`config.mk`:
```
export PLATFORM = sky130hd
export DESIGN_NAME = fir_decimator
export DESIGN_NICKNAME = d
export VERILOG_FILES = /design/src/rtl/fir_pkg.sv /design/src/rtl/fir_sync_fifo.sv /design/src/rtl/fir_decimator.sv
export SDC_FILE = /design/constraint.sdc
export NUM_CORES = 1
export LEC_CHECK = 0
export CAP_MARGIN = 15
export CORE_UTILIZATION = 62
export CTS_CLUSTER_DIAMETER = 50
export DETAILED_ROUTE_END_ITERATION = 8
export HOLD_SLACK_MARGIN = 0.08
export PLACE_DENSITY = 0.9
export REMOVE_ABC_BUFFERS = 1
export SLEW_MARGIN = 0
export SYNTH_ARGS = -nofsm -noshare
export SYNTH_HDL_FRONTEND = slang
export SYNTH_SLANG_ARGS = --single-unit
```
`constraint.sdc`:
```
create_clock -name clk -period 5 [get_ports clk]
set_input_delay 1.5 -clock clk [delete_from_list [all_inputs] [get_ports clk]]
set_output_delay 1.5 -clock clk [all_outputs]
set_load 0.02 [all_outputs]
```
`src/rtl/fir_pkg.sv`:
```
// Shared defaults and sample types for the fir_filter output chain.
package fir_pkg;

  localparam int DATA_W_DEF     = 32;
  localparam int OUT_W_DEF      = 16;
  localparam int FRAC_SHIFT_DEF = 15;
  localparam int DECIM_DEF      = 4;
  localparam int FIFO_DEPTH_DEF = 8;
  localparam int DROP_CNT_W     = 16;

  typedef logic signed [DATA_W_DEF-1:0] sample_t;
  typedef logic signed [OUT_W_DEF-1:0]  out_sample_t;

endpackage

```
`src/rtl/fir_sync_fifo.sv`:
```
// Synchronous FIFO with a registered first-word fall-through head.
// A push into a full FIFO is accepted when a pop happens on the same edge.
module fir_sync_fifo #(
  parameter int WIDTH = 16,
  parameter int DEPTH = 8
) (
  input  logic             clk,
  input  logic             reset_n,
  input  logic             push,
  input  logic [WIDTH-1:0] din,
  input  logic             pop,
  output logic [WIDTH-1:0] head,
  output logic             empty,
  output logic             full
);

  localparam int AW = $clog2(DEPTH);
  localparam int CW = AW + 1;

  logic [WIDTH-1:0] mem [DEPTH];
  logic [AW-1:0]    wr_ptr;
  logic [AW-1:0]    rd_ptr;
  logic [AW-1:0]    rd_nxt;
  logic [CW-1:0]    count;
  logic             pop_ok;
  logic             push_ok;

  assign empty   = (count == '0);
  assign full    = (count == CW'(DEPTH));
  assign rd_nxt  = rd_ptr + 1'b1;
  assign pop_ok  = pop && !empty;
  assign push_ok = push && (!full || pop_ok);

  always_ff @(posedge clk) begin
    if (push_ok) mem[wr_ptr] <= din;
  end

  always_ff @(posedge clk or negedge reset_n) begin
    if (!reset_n) begin
      wr_ptr <= '0;
      rd_ptr <= '0;
      count  <= '0;
      head   <= '0;
    end else begin
      if (push_ok) wr_ptr <= wr_ptr + 1'b1;
      if (pop_ok)  rd_ptr <= rd_nxt;
      case ({push_ok, pop_ok})
        2'b10:   count <= count + 1'b1;
        2'b01:   count <= count - 1'b1;
        default: count <= count;
      endcase
      // Head follows the next stored word, or the incoming one when nothing else is queued.
      if (pop_ok && (count > CW'(1))) begin
        head <= mem[rd_nxt];
      end else if (push_ok && (empty || pop_ok)) begin
        head <= din;
      end
    end
  end

endmodule

```
`src/rtl/fir_decimator.sv`:
```
// Keeps every DECIM-th fir_filter sample, rounds/requantizes it and buffers it for a valid/ready consumer.
// FIR_DECIM_SAT_EN selects clipping with sat_flag; otherwise the requantized value wraps.
module fir_decimator
  import fir_pkg::*;
#(
  parameter int DATA_W     = DATA_W_DEF,
  parameter int OUT_W      = OUT_W_DEF,
  parameter int FRAC_SHIFT = FRAC_SHIFT_DEF,
  parameter int DECIM      = DECIM_DEF,
  parameter int FIFO_DEPTH = FIFO_DEPTH_DEF
) (
  input  logic                  clk,
  input  logic                  reset_n,
  input  logic [DATA_W-1:0]     x_in,
  input  logic                  in_valid,
  output logic [OUT_W-1:0]      out_data,
  output logic                  out_valid,
  input  logic                  out_ready,
  output logic                  sat_flag,
  output logic [DROP_CNT_W-1:0] drop_cnt
);

  localparam int PH_W = (DECIM > 1) ? $clog2(DECIM) : 1;
  localparam logic [PH_W-1:0] PH_LAST = PH_W'(DECIM - 1);
  // Half an output LSB; collapses to zero when there is no shift.
  localparam logic [DATA_W:0] RND = ({{DATA_W{1'b0}}, 1'b1} << FRAC_SHIFT) >> 1;

  logic [PH_W-1:0]          ph;
  logic                     keep;
  logic signed [DATA_W:0]   ext;
  logic signed [DATA_W:0]   rnd_sum;
  logic signed [DATA_W:0]   shifted;
  logic [OUT_W-1:0]         q_next;
  logic                     clip;
  logic                     q_valid;
  logic [OUT_W-1:0]         q_data;
  logic                     q_sat;
  logic                     pop;
  logic                     push;
  logic                     fifo_empty;
  logic                     fifo_full;
  logic                     unused_hi;

  assign keep    = in_valid && (ph == '0);
  assign ext     = $signed({x_in[DATA_W-1], x_in});
  assign rnd_sum = ext + $signed(RND);
  assign shifted = rnd_sum >>> FRAC_SHIFT;
  assign unused_hi = ^shifted[DATA_W:OUT_W];

`ifdef FIR_DECIM_SAT_EN
  localparam logic signed [DATA_W:0] ONE  = 1;
  localparam logic signed [DATA_W:0] MAXV = (ONE <<< (OUT_W - 1)) - ONE;
  localparam logic signed [DATA_W:0] MINV = -(ONE <<< (OUT_W - 1));

  always_comb begin
    q_next = shifted[OUT_W-1:0];
    clip   = 1'b0;
    if (shifted > MAXV) begin
      q_next = MAXV[OUT_W-1:0];
      clip   = 1'b1;
    end else if (shifted < MINV) begin
      q_next = MINV[OUT_W-1:0];
      clip   = 1'b1;
    end
  end
`else
  always_comb begin
    q_next = shifted[OUT_W-1:0];
    clip   = 1'b0;
  end
`endif

  always_ff @(posedge clk or negedge reset_n) begin
    if (!reset_n) begin
      ph <= '0;
    end else if (in_valid) begin
      ph <= (ph == PH_LAST) ? '0 : ph + 1'b1;
    end
  end

  always_ff @(posedge clk or negedge reset_n) begin
    if (!reset_n) begin
      q_valid <= 1'b0;
      q_data  <= '0;
      q_sat   <= 1'b0;
    end else begin
      q_valid <= keep;
      if (keep) begin
        q_data <= q_next;
        q_sat  <= clip;
      end
    end
  end

  assign out_valid = !fifo_empty;
  assign pop       = out_valid && out_ready;
  assign push      = q_valid && (!fifo_full || pop);

  // A refused write discards the staged sample; its clip status is discarded with it.
  always_ff @(posedge clk or negedge reset_n) begin
    if (!reset_n) begin
      drop_cnt <= '0;
      sat_flag <= 1'b0;
    end else begin
      sat_flag <= push && q_sat;
      if (q_valid && !push && (drop_cnt != '1)) drop_cnt <= drop_cnt + 1'b1;
    end
  end

  fir_sync_fifo #(
    .WIDTH (OUT_W),
    .DEPTH (FIFO_DEPTH)
  ) u_fifo (
    .clk     (clk),
    .reset_n (reset_n),
    .push    (push),
    .din     (q_data),
    .pop     (pop),
    .head    (out_data),
    .empty   (fifo_empty),
    .full    (fifo_full)
  );

endmodule

```
# == After elaboration in Yosys (flattened, before gate mapping) ==
# Memories as Yosys holds them, arrays and structs flattened.
# Index checks and enable logic that the tools add are counted.
# classes
addsub,7
multipliers,0
div_mod_pow,0
n_lt_le_gt_ge,1
eq_ne,5
shifts,0
n_mux,6
bitwise,0
reduce_logical,19
# op_table
operator,count
16-bit 2-to-1 mux,2
"31-bit by 16-bit adder with 31-bit output, second input constant",1
"16-bit by 1-bit adder with 16-bit output, second input constant",1
"16-bit != test, second input constant",1
1-bit logical AND,9
4-bit case mux with 2 select lines,1
"3-bit by 1-bit adder with 3-bit output, second input constant",2
"4-bit by 1-bit adder with 4-bit output, second input constant",1
"2-bit == test, second input constant",2
"4-bit == test, second input constant",1
"4-bit by 1-bit greater-than comparator with 1-bit output, second input constant",1
4-bit logical NOT,1
2-bit nonzero test,2
"4-bit by 1-bit subtractor with 4-bit output, second input constant",1
1-bit logical NOT,3
1-bit logical OR,3
"2-bit by 1-bit adder with 2-bit output, second input constant",1
"2-bit by 1-bit == test with 1-bit output, second input constant",1
2-bit logical NOT,1
1-bit 2-to-1 mux,2
2-bit 2-to-1 mux,1
# word_totals
ff_bits,61
latch_bits,0
ramBits,128
rom_bits,0
inputBits,36
out_inout_bits,34
word_cells,47
memories,1
# memory_table
memory,words,word_bits,read_ports,rd_clocked_by_memory_dff,wr,line,rtl
u_fifo.mem,8,16,1,0,1,fir_sync_fifo.sv:20,logic [WIDTH-1:0] mem [DEPTH];

# == Logic depth before layout (Yosys ltp) ==
# Gate-level depths: netlist of the first run.
# depth
depth_word,9
ltp_mapped,10

# == Hierarchy ==
# A second synthesis of the first run with hierarchy kept.
# unflattened
hier_cells,570
hier_area_um2,8129.0
# modules_own_cells
module,n_inst,cells_each,area_per_inst_um2,seq_area_each_um2
fir_sync_fifo,1,387,6279.8,4494.3
fir_decimator,1,183,1849.3,875.8

# == Worst setup path before layout of the first run ==
# No wires, ideal clock.
# synth_path
kind,input-to-reg
from,input out_ready
to,memory u_fifo.mem[0][0] (enable)
setup_time_ns,0.409
arrival_ns,3.081
required_time_ns,4.591
path_slack_ns,1.510
cell_stages,4
path_cell_list,nand4bb_1 and2_1 nand2b_1 nor3_1
# synth_between
elab_chain_cells,6
word_cells_on_any_way,8
cone_classes,mux: 2; reduce/logical: 6
# synth_lines
item,line,rtl
from (decl),fir_decimator.sv:18,"input logic out_ready,"
1-bit logical AND (*),fir_decimator.sv:96,assign pop = out_valid && out_ready;
1-bit logical OR / 1-bit logical AND (equally long branches),"fir_decimator.sv:97, fir_sync_fifo.sv:31",
1-bit logical AND / 1-bit logical OR (equally long branches),"fir_decimator.sv:97, fir_sync_fifo.sv:32",
1-bit logical AND (*),fir_sync_fifo.sv:32,assign push_ok = push && (!full || pop_ok);
1-bit 2-to-1 mux (*),fir_sync_fifo.sv:35,if (push_ok) mem[wr_ptr] <= din;
1-bit 2-to-1 mux (implied by the code) (*),fir_sync_fifo.sv:35,
to (decl),fir_sync_fifo.sv:20,
# Every way passes the cells marked *; elsewhere a longest branch is shown, timed or not.

# == Final worst setup path of the first run ==
# layout_path
from,register u_fifo.count[0]
to,output out_valid
# layout_between
elab_chain_cells,2
# layout_lines
item,line,rtl
from (decl),fir_sync_fifo.sv:24,logic [CW-1:0] count;
from (signal assigned),fir_sync_fifo.sv:48,2'b10: count <= count + 1'b1;
from (signal assigned),fir_sync_fifo.sv:49,2'b01: count <= count - 1'b1;
from (signal assigned),fir_sync_fifo.sv:50,default: count <= count;
4-bit logical NOT,fir_sync_fifo.sv:28,assign empty = (count == '0);
1-bit logical NOT,fir_decimator.sv:95,assign out_valid = !fifo_empty;
to (decl),fir_decimator.sv:17,"output logic out_valid,"
# Every way passes these cells.

==> results of run 1 <==
sequential cells by signal, indices dropped and copies added, names as in the netlist, 2 cells and up:
signal	flops
u_fifo.wr_ptr	3
u_fifo.mem	128
u_fifo.rd_ptr	3
u_fifo.head	16
q_data	16
u_fifo.count	4
ph	2
drop_cnt	16
layout make-up:
type / instances / area share [%]
Multi-Input combinational cell: 267 / 25.9
Tap cell: 168 / 2.27
Sequential cell: 189 / 58.0
Clock buffer: 18 / 4.86
Timing Repair Buffer: 68 / 6.88
Inverter: 12 / 0.486
Clock inverter: 14 / 1.70
per-stage QoR:
stage	hold WS (ps)	total power [mW]	setup WS, ps	area [µm²]	instances
6_report	508	5.38	1350	9270	736
5_1_grt	509	5.59	1250	9270	736
4_1_cts	502	5.38	1320	9270	736
3_5_place_dp	487	3.98	895	8660	704
3_3_place_gp	467	3.86	1130	8660	704
2_1_floorplan	450	3.40	1510	7800	468
layer usage:
metal  track usage, %  share of wire [%]  vias to the layer above
met5                0                  0                        -
met4             16.2                3.3                        0
met3             6.11                6.9                       56
met2             47.3                 52                      258
met1             35.9                 38                     2422
li1                 -                  -                     2064
path summary, 6_finish.rpt:
check	startpoint	endpoint	slack (ps)	depth (start not counted)
max	u_fifo.count[0]$_DFFE_PN0P_	out_valid	1350	5
min	u_fifo.rd_ptr[1]$_DFFE_PN0P_	u_fifo.rd_ptr[1]$_DFFE_PN0P_	510	2
max reg2reg	u_fifo.count[0]$_DFFE_PN0P_	u_fifo.mem[1][11]$_DFFE_PP_	2270	7
min reg2reg	u_fifo.rd_ptr[1]$_DFFE_PN0P_	u_fifo.rd_ptr[1]$_DFFE_PN0P_	510	2
max in group asynchronous	reset_n	drop_cnt[0]$_DFFE_PN0P_	2940	2
min in group asynchronous	reset_n	u_fifo.count[3]$_DFFE_PN0P_	1140	1
worst max-delay path, delay by kind of cell (launching register included):
family                   cells  cell delay, ps
adder cells (fa/ha/maj)      1             260
buffers and inverters        3             820
flip-flops                   1             450
AND/OR/NAND/NOR              1             170
synth_stat cells, types with 3 or more instances:
library cell               instances  area share (%)
sky130_fd_sc_hd__a221o_1          16             2.0
sky130_fd_sc_hd__a22o_1           16             1.8
sky130_fd_sc_hd__a31oi_1           4            0.32
sky130_fd_sc_hd__and4_1            3            0.33
sky130_fd_sc_hd__buf_2             3            0.19
sky130_fd_sc_hd__clkbuf_1          9            0.43
sky130_fd_sc_hd__dfrtp_1          61              19
sky130_fd_sc_hd__edfxtp_1        128              48
sky130_fd_sc_hd__ha_1             11             1.7
sky130_fd_sc_hd__inv_1            12            0.57
sky130_fd_sc_hd__mux2_1            3            0.43
sky130_fd_sc_hd__mux2_2            3            0.43
sky130_fd_sc_hd__mux4_1           15             5.0
sky130_fd_sc_hd__mux4_2           17             4.8
sky130_fd_sc_hd__nand2_1          40             1.9
sky130_fd_sc_hd__nand2b_1          3            0.24
sky130_fd_sc_hd__nand3_1          12            0.76
sky130_fd_sc_hd__nand4_1          14             1.1
sky130_fd_sc_hd__nor2_1           18            0.85
sky130_fd_sc_hd__nor3_1           10            0.63
sky130_fd_sc_hd__nor4_1            7            0.55
sky130_fd_sc_hd__o21ai_0          16             1.0
sky130_fd_sc_hd__o21ai_1           4            0.25
sky130_fd_sc_hd__xnor2_1          14             1.5
sky130_fd_sc_hd__xor2_1           16             1.8
cells by family (layout without fill, tap and decap cells):
family / count (synthesis) / after routing / share of synthesized area (%)
AND/OR/NAND/NOR: 120 / 120 / 7.79
buffers and inverters: 31 / 112 / 2.22
flip-flops: 189 / 189 / 67.7
adder cells (fa/ha/maj): 11 / 11 / 1.73
multiplexers: 39 / 39 / 10.8
XOR/XNOR: 30 / 30 / 3.31
other: 1 / 1 / 0.0473
AO/OA/AOI/OAI: 66 / 66 / 6.42
where the power goes:
part | switching [mW] | internal [mW] | total [mW]
registers | 0.318 | 2.10 | 2.41
logic | 0.821 | 0.768 | 1.59
clock network | 0.598 | 0.774 | 1.37
==> run summary, run 1 <==
- DRC errors left: 0
- GRT Resource Usage Total: 28.7%
- status: finished clean
- Pleak: 3.41 nW
- most frequent cells in the layout: sky130_fd_sc_hd__edfxtp_1 (128), sky130_fd_sc_hd__dfrtp_1 (60), sky130_fd_sc_hd__clkdlybuf4s50_1 (52)
- proportion of synthesized chip area in sequential cells: 67.7%
- sum of routed wire length over all layers: 17500 µm
- total area of multi-input combinational cells: 0.00240 mm²
- Syn. warnings: 0
- most frequent standard cell in the layout excluding fill and tap cells: sky130_fd_sc_hd__edfxtp_1
- flip-flop and latch area: 0.00537 mm²
- number of detailed-route iterations in the first pass: 5
- latest clock arrival within the worst-skew pair: 440 ps
- most frequent cell on the critical path: sky130_fd_sc_hd__inv_1
- number of standard cells after synthesis: 487
- category of the worst setup path capture point: primary output
- routed length per placed instance: 23.7 µm
- num ports: 70
- total CTS buffers: 17
- area enclosed by the die boundary: 0.0133 mm²
- Finished Core Util: 75.6%
- Final Cycle Share: 73.1%
- CP cell instances: inv_1, ha_1, nor3b_2, inv_1, clkdlybuf4s50_1
- Row Count: 40
- global route total overflow: 0
- number of distinct library cell variants in the gate-level netlist after synthesis: 50
- Filler Cell Count: 649
- maximum level of the CTS H-tree: 4
- TritonCTS clock tree: done
- Avg Vias per Cell: 6.52
- Setup Fix Bufs, Post-CTS: 0
- number of max-slew violations in the final report: 0
- vias: 4800
- chip height: 115 µm
- clk sinks: 189
- Hold Buf Count CTS: 0
- top_reg_cell synth: sky130_fd_sc_hd__edfxtp_1
- effective utilization at floorplan: 64.7%
- path type of the worst min-delay path: register to register
- number of flops mapped to enable cells by yosys: 128
- wire length of the first global-routing pass: 26800 µm
- pin count of the biggest net entering global routing: 34
- worst path required time: 3500 ps
- fin nets: 602
- CTS Buffer Depth: 2
- asr flop ratio synth: 32.3%
- startpoint types: register
- via count of the first global-routing pass: 4924
- kind of critical path: register to primary output
- slew at the pin closest to its max-slew limit: 970 ps
- library cell used as clock root buffer: sky130_fd_sc_hd__clkbuf_16
- post-synth design cell area: 0.00793 mm²
- fmax: 274 MHz
- number of DRC markers after the initial detailed-route iteration: 441
- width of the die: 115 µm
- worst max-slew margin expressed relative to the limit: 35.2%
- Placer Congestion: 0.920
- antenna viol nets, final: 0
- Avg Synthesized Cell Area: 16.3 µm²
- total negative setup slack: 0 ps
- clock transition at the registers of the reported paths: 70 ps
- Slowest Stage Delay on Critical Path: 610 ps
- RSZ-0062 raised after global routing: no
- count of inserted antenna diode cells: 0
- flops & latches, synth: 189
- number of setup violations in the final report: 0
- Power Dens Cells: 580 mW/mm²
- core area: 0.0123 mm²
- crit-path max FO: 5
- peak supply drop: 0.305 mV
- Critical Path Slowest Stage Cell: sky130_fd_sc_hd__clkdlybuf4s50_1
- Worst Path Arrival: 2150 ps
- share of layout cells above drive strength 1: 13.4%
- clock skew after layout: 7.51 ps
- number of buffers added on ports: 53
- Final Hold Viols: 0
- quantity of gates resized following cts: 0
- Max-cap violations: 0
- Area growth, synth to finish: 16.8%
- number of antenna violations at the first check in global routing: 0
- Final Critical Period: 3650 ps
- estimated wirelength of the detail-placed design: 10400 µm
Note: power is estimated with default switching activity, not from simulation.
==> run 2: changes to the inputs <==
Settings changed: CORE_UTILIZATION 62 to 57, PLACE_DENSITY 0.9 to 0.84.
Clock period 5 ns to 3.8 ns, I/O delays scaled along.
==> run summary, run 2 (synthesis results as in run 1) <==
- number of flip-flops in the largest register: 128, unchanged
- share of total power consumed by net switching: 32.2%, -0.098 points
- RSZ-0062 raised after global routing: no
- share of layout cells above drive strength 1: 13.0%, -0.38 points
- clock transition at the registers of the reported paths: 60 ps, about the same
- global route total overflow: 0, unchanged
- clock skew after layout: 7.87 ps, +0.360 ps
- Final Hold Viols: 0, unchanged
- crit-path max FO: 5, unchanged
- fmax: 308 MHz
- overall power after layout: 6.92 mW, +29%
- worst path required time: 2660 ps, -840 ps
- path type of the worst min-delay path: register to register
- Final Critical Period: 3250 ps
- combinational share of power: 30.4%, +0.8 points
- peak supply drop: 0.395 mV, +29%
- effective utilization at floorplan: 59.2%, -5.5 points
- Avg Vias per Cell: 6.43, -1.4%
- wire length of the first global-routing pass: 26900 µm, +0.26%
- kind of critical path: register to primary output
- Area growth, synth to finish: 16.5%
- Pleak: 3.40 nW, -0.34%
- total negative setup slack: 0 ps, unchanged
- Power Dens Cells: 749 mW/mm², +29%
- cell area after layout: 0.00924 mm², -0.34%
- number of max-slew violations in the final report: 0, unchanged
- DRC errors left: 0, unchanged
- crit path setup slack, layout: 550 ps, -795 ps
- Hold Buf Count CTS: 0, unchanged
- worst max-slew margin expressed relative to the limit: 44.3%, +9.1 points
- TritonCTS clock tree: done
- largest register by flop count: u_fifo.mem
- routed length on met2: 9370 µm, +3.7%
- Max-cap violations: 0, unchanged
- vias: 4790, -0.21%
- count of inserted antenna diode cells: 0, unchanged
- width of the die: 120 µm, +4.2%
- CTS Buffer Depth: 2, unchanged
- GRT Resource Usage Total: 25.9%, -2.8 points
- Row Count: 42, +5.0%
- latest clock arrival within the worst-skew pair: 430 ps, about the same
- category of the worst setup path capture point: primary output
- quantity of gates resized following cts: 0, unchanged
- internal power consumption: 4.69 mW, +29%
- antenna viol nets, final: 0, unchanged
- most frequent cells in the layout: sky130_fd_sc_hd__edfxtp_1 (128), sky130_fd_sc_hd__dfrtp_1 (60), sky130_fd_sc_hd__clkdlybuf4s50_1 (52)
- chip height: 120 µm, +4.2%
- number of antenna violations at the first check in global routing: 0, unchanged
- Flop pwr share: 45.9%, +1.0 points
- launch instance of the worst register-to-register path: u_fifo.rd_ptr[0]$_DFFE_PN0P_
- flop-to-flop setup slack: 1340 ps, -930 ps
- sum of routed wire length over all layers: 17100 µm, -2.3%
- estimated wirelength of the detail-placed design: 10300 µm, -1.3%
- number of DRC markers after the initial detailed-route iteration: 432, -2.0%
- core area: 0.0134 mm², +9.3%
- most frequent standard cell in the layout excluding fill and tap cells: sky130_fd_sc_hd__edfxtp_1
- pin count of the biggest net entering global routing: 34, unchanged
- Setup Fix Bufs, Post-CTS: 0, unchanged
- number of setup violations in the final report: 0, unchanged
- via count of the first global-routing pass: 4800, -2.5%
- area enclosed by the die boundary: 0.0144 mm², +8.6%
- clk sinks: 189, unchanged
- Place WS: 637 ps, -258 ps
- Placer Congestion: 0.946, +2.8%
- post-route worst hold slack: 518 ps, +10.3 ps
- startpoint types: register
- dpl cell area: 0.00869 mm², +0.35%
- fin nets: 603, +0.17%
- maximum level of the CTS H-tree: 4, unchanged
- Final Cycle Share: 85.5%
- total CTS buffers: 17, unchanged
- CP startpoint: u_fifo.count[0]$_DFFE_PN0P_
- clock power share: 23.7%, -1.8 points
- Worst Path Arrival: 2110 ps, -40 ps
- Finished Core Util: 68.9%, -6.7 points
- library cell used as clock root buffer: sky130_fd_sc_hd__clkbuf_16
- amount of wire on met3 after detailed routing: 881 µm, -27%
- status: finished clean
- routed length per placed instance: 22.9 µm, -3.4%
- wire length on met1: 6490 µm, -2.3%
- switching power of the nets: 2.23 mW, +28%
- Filler Cell Count: 833, +28%
- num ports: 70, unchanged
- slew at the pin closest to its max-slew limit: 836 ps, -134 ps
- number of detailed-route iterations in the first pass: 5, unchanged
- number of buffers added on ports: 53, unchanged
- total instance count after detailed placement: 713, +1.3%
- highest signal layer in the routed design: met4
- Layout Cells excl Fill: 745, +1.2%
- critical hold path startpoint: u_fifo.head[5]$_DFFE_PN0P_
## run 2: cell count changes in the layout (fill, tap and decap cells not counted), sizes merged
cell      delta
inv          -2
clkinv       +6
bufinv       -1
clkinvlp     -2
buf          +1
clkbuf       -1
## run 2: final cells by class
class | instances | area (µm²) | share of cell area, %
clock buffers | 17 | 425 | 4.61
well taps | 176 | 220 | 2.38
inverters | 12 | 45.0 | 0.488
flip-flops and latches | 189 | 5370 | 58.1
multi-input cells | 267 | 2400 | 25.9
clock inverters | 15 | 121 | 1.31
repair buffers | 69 | 658 | 7.12
## run 2: final timing paths
check,end,cells after the start
worst max register to register,u_fifo.head[12]$_DFFE_PN0P_,5
worst min-delay path,u_fifo.head[5]$_DFFE_PN0P_,1
min in group asynchronous,u_fifo.head[13]$_DFFE_PN0P_,1
max in group asynchronous,drop_cnt[3]$_DFFE_PN0P_,2
worst min register to register,u_fifo.head[5]$_DFFE_PN0P_,1
worst max-delay path,out_valid,5
## run 2: power by group through the flow
stage	logic, mW	clock network, mW	registers [mW]
after floorplan	1.25	0	3.23
after global placement	1.99	0	3.14
after detailed placement	2.08	0	3.20
after CTS	2.12	1.66	3.17
after global routing	2.26	1.74	3.23
final	2.10	1.64	3.18
## run 2: critical path: stages, from the launching register on
cell	delay, ps
sky130_fd_sc_hd__dfrtp_1	450
sky130_fd_sc_hd__inv_1	110
sky130_fd_sc_hd__ha_1	250
sky130_fd_sc_hd__nor3b_2	170
sky130_fd_sc_hd__inv_1	100
sky130_fd_sc_hd__clkdlybuf4s50_1	610
## run 2: layer usage
metal	up-vias	track usage, %
met1	2460	31.8
met4	0	10.0
met3	36	4.47
met5	-	0
li1	2066	-
met2	228	45.7
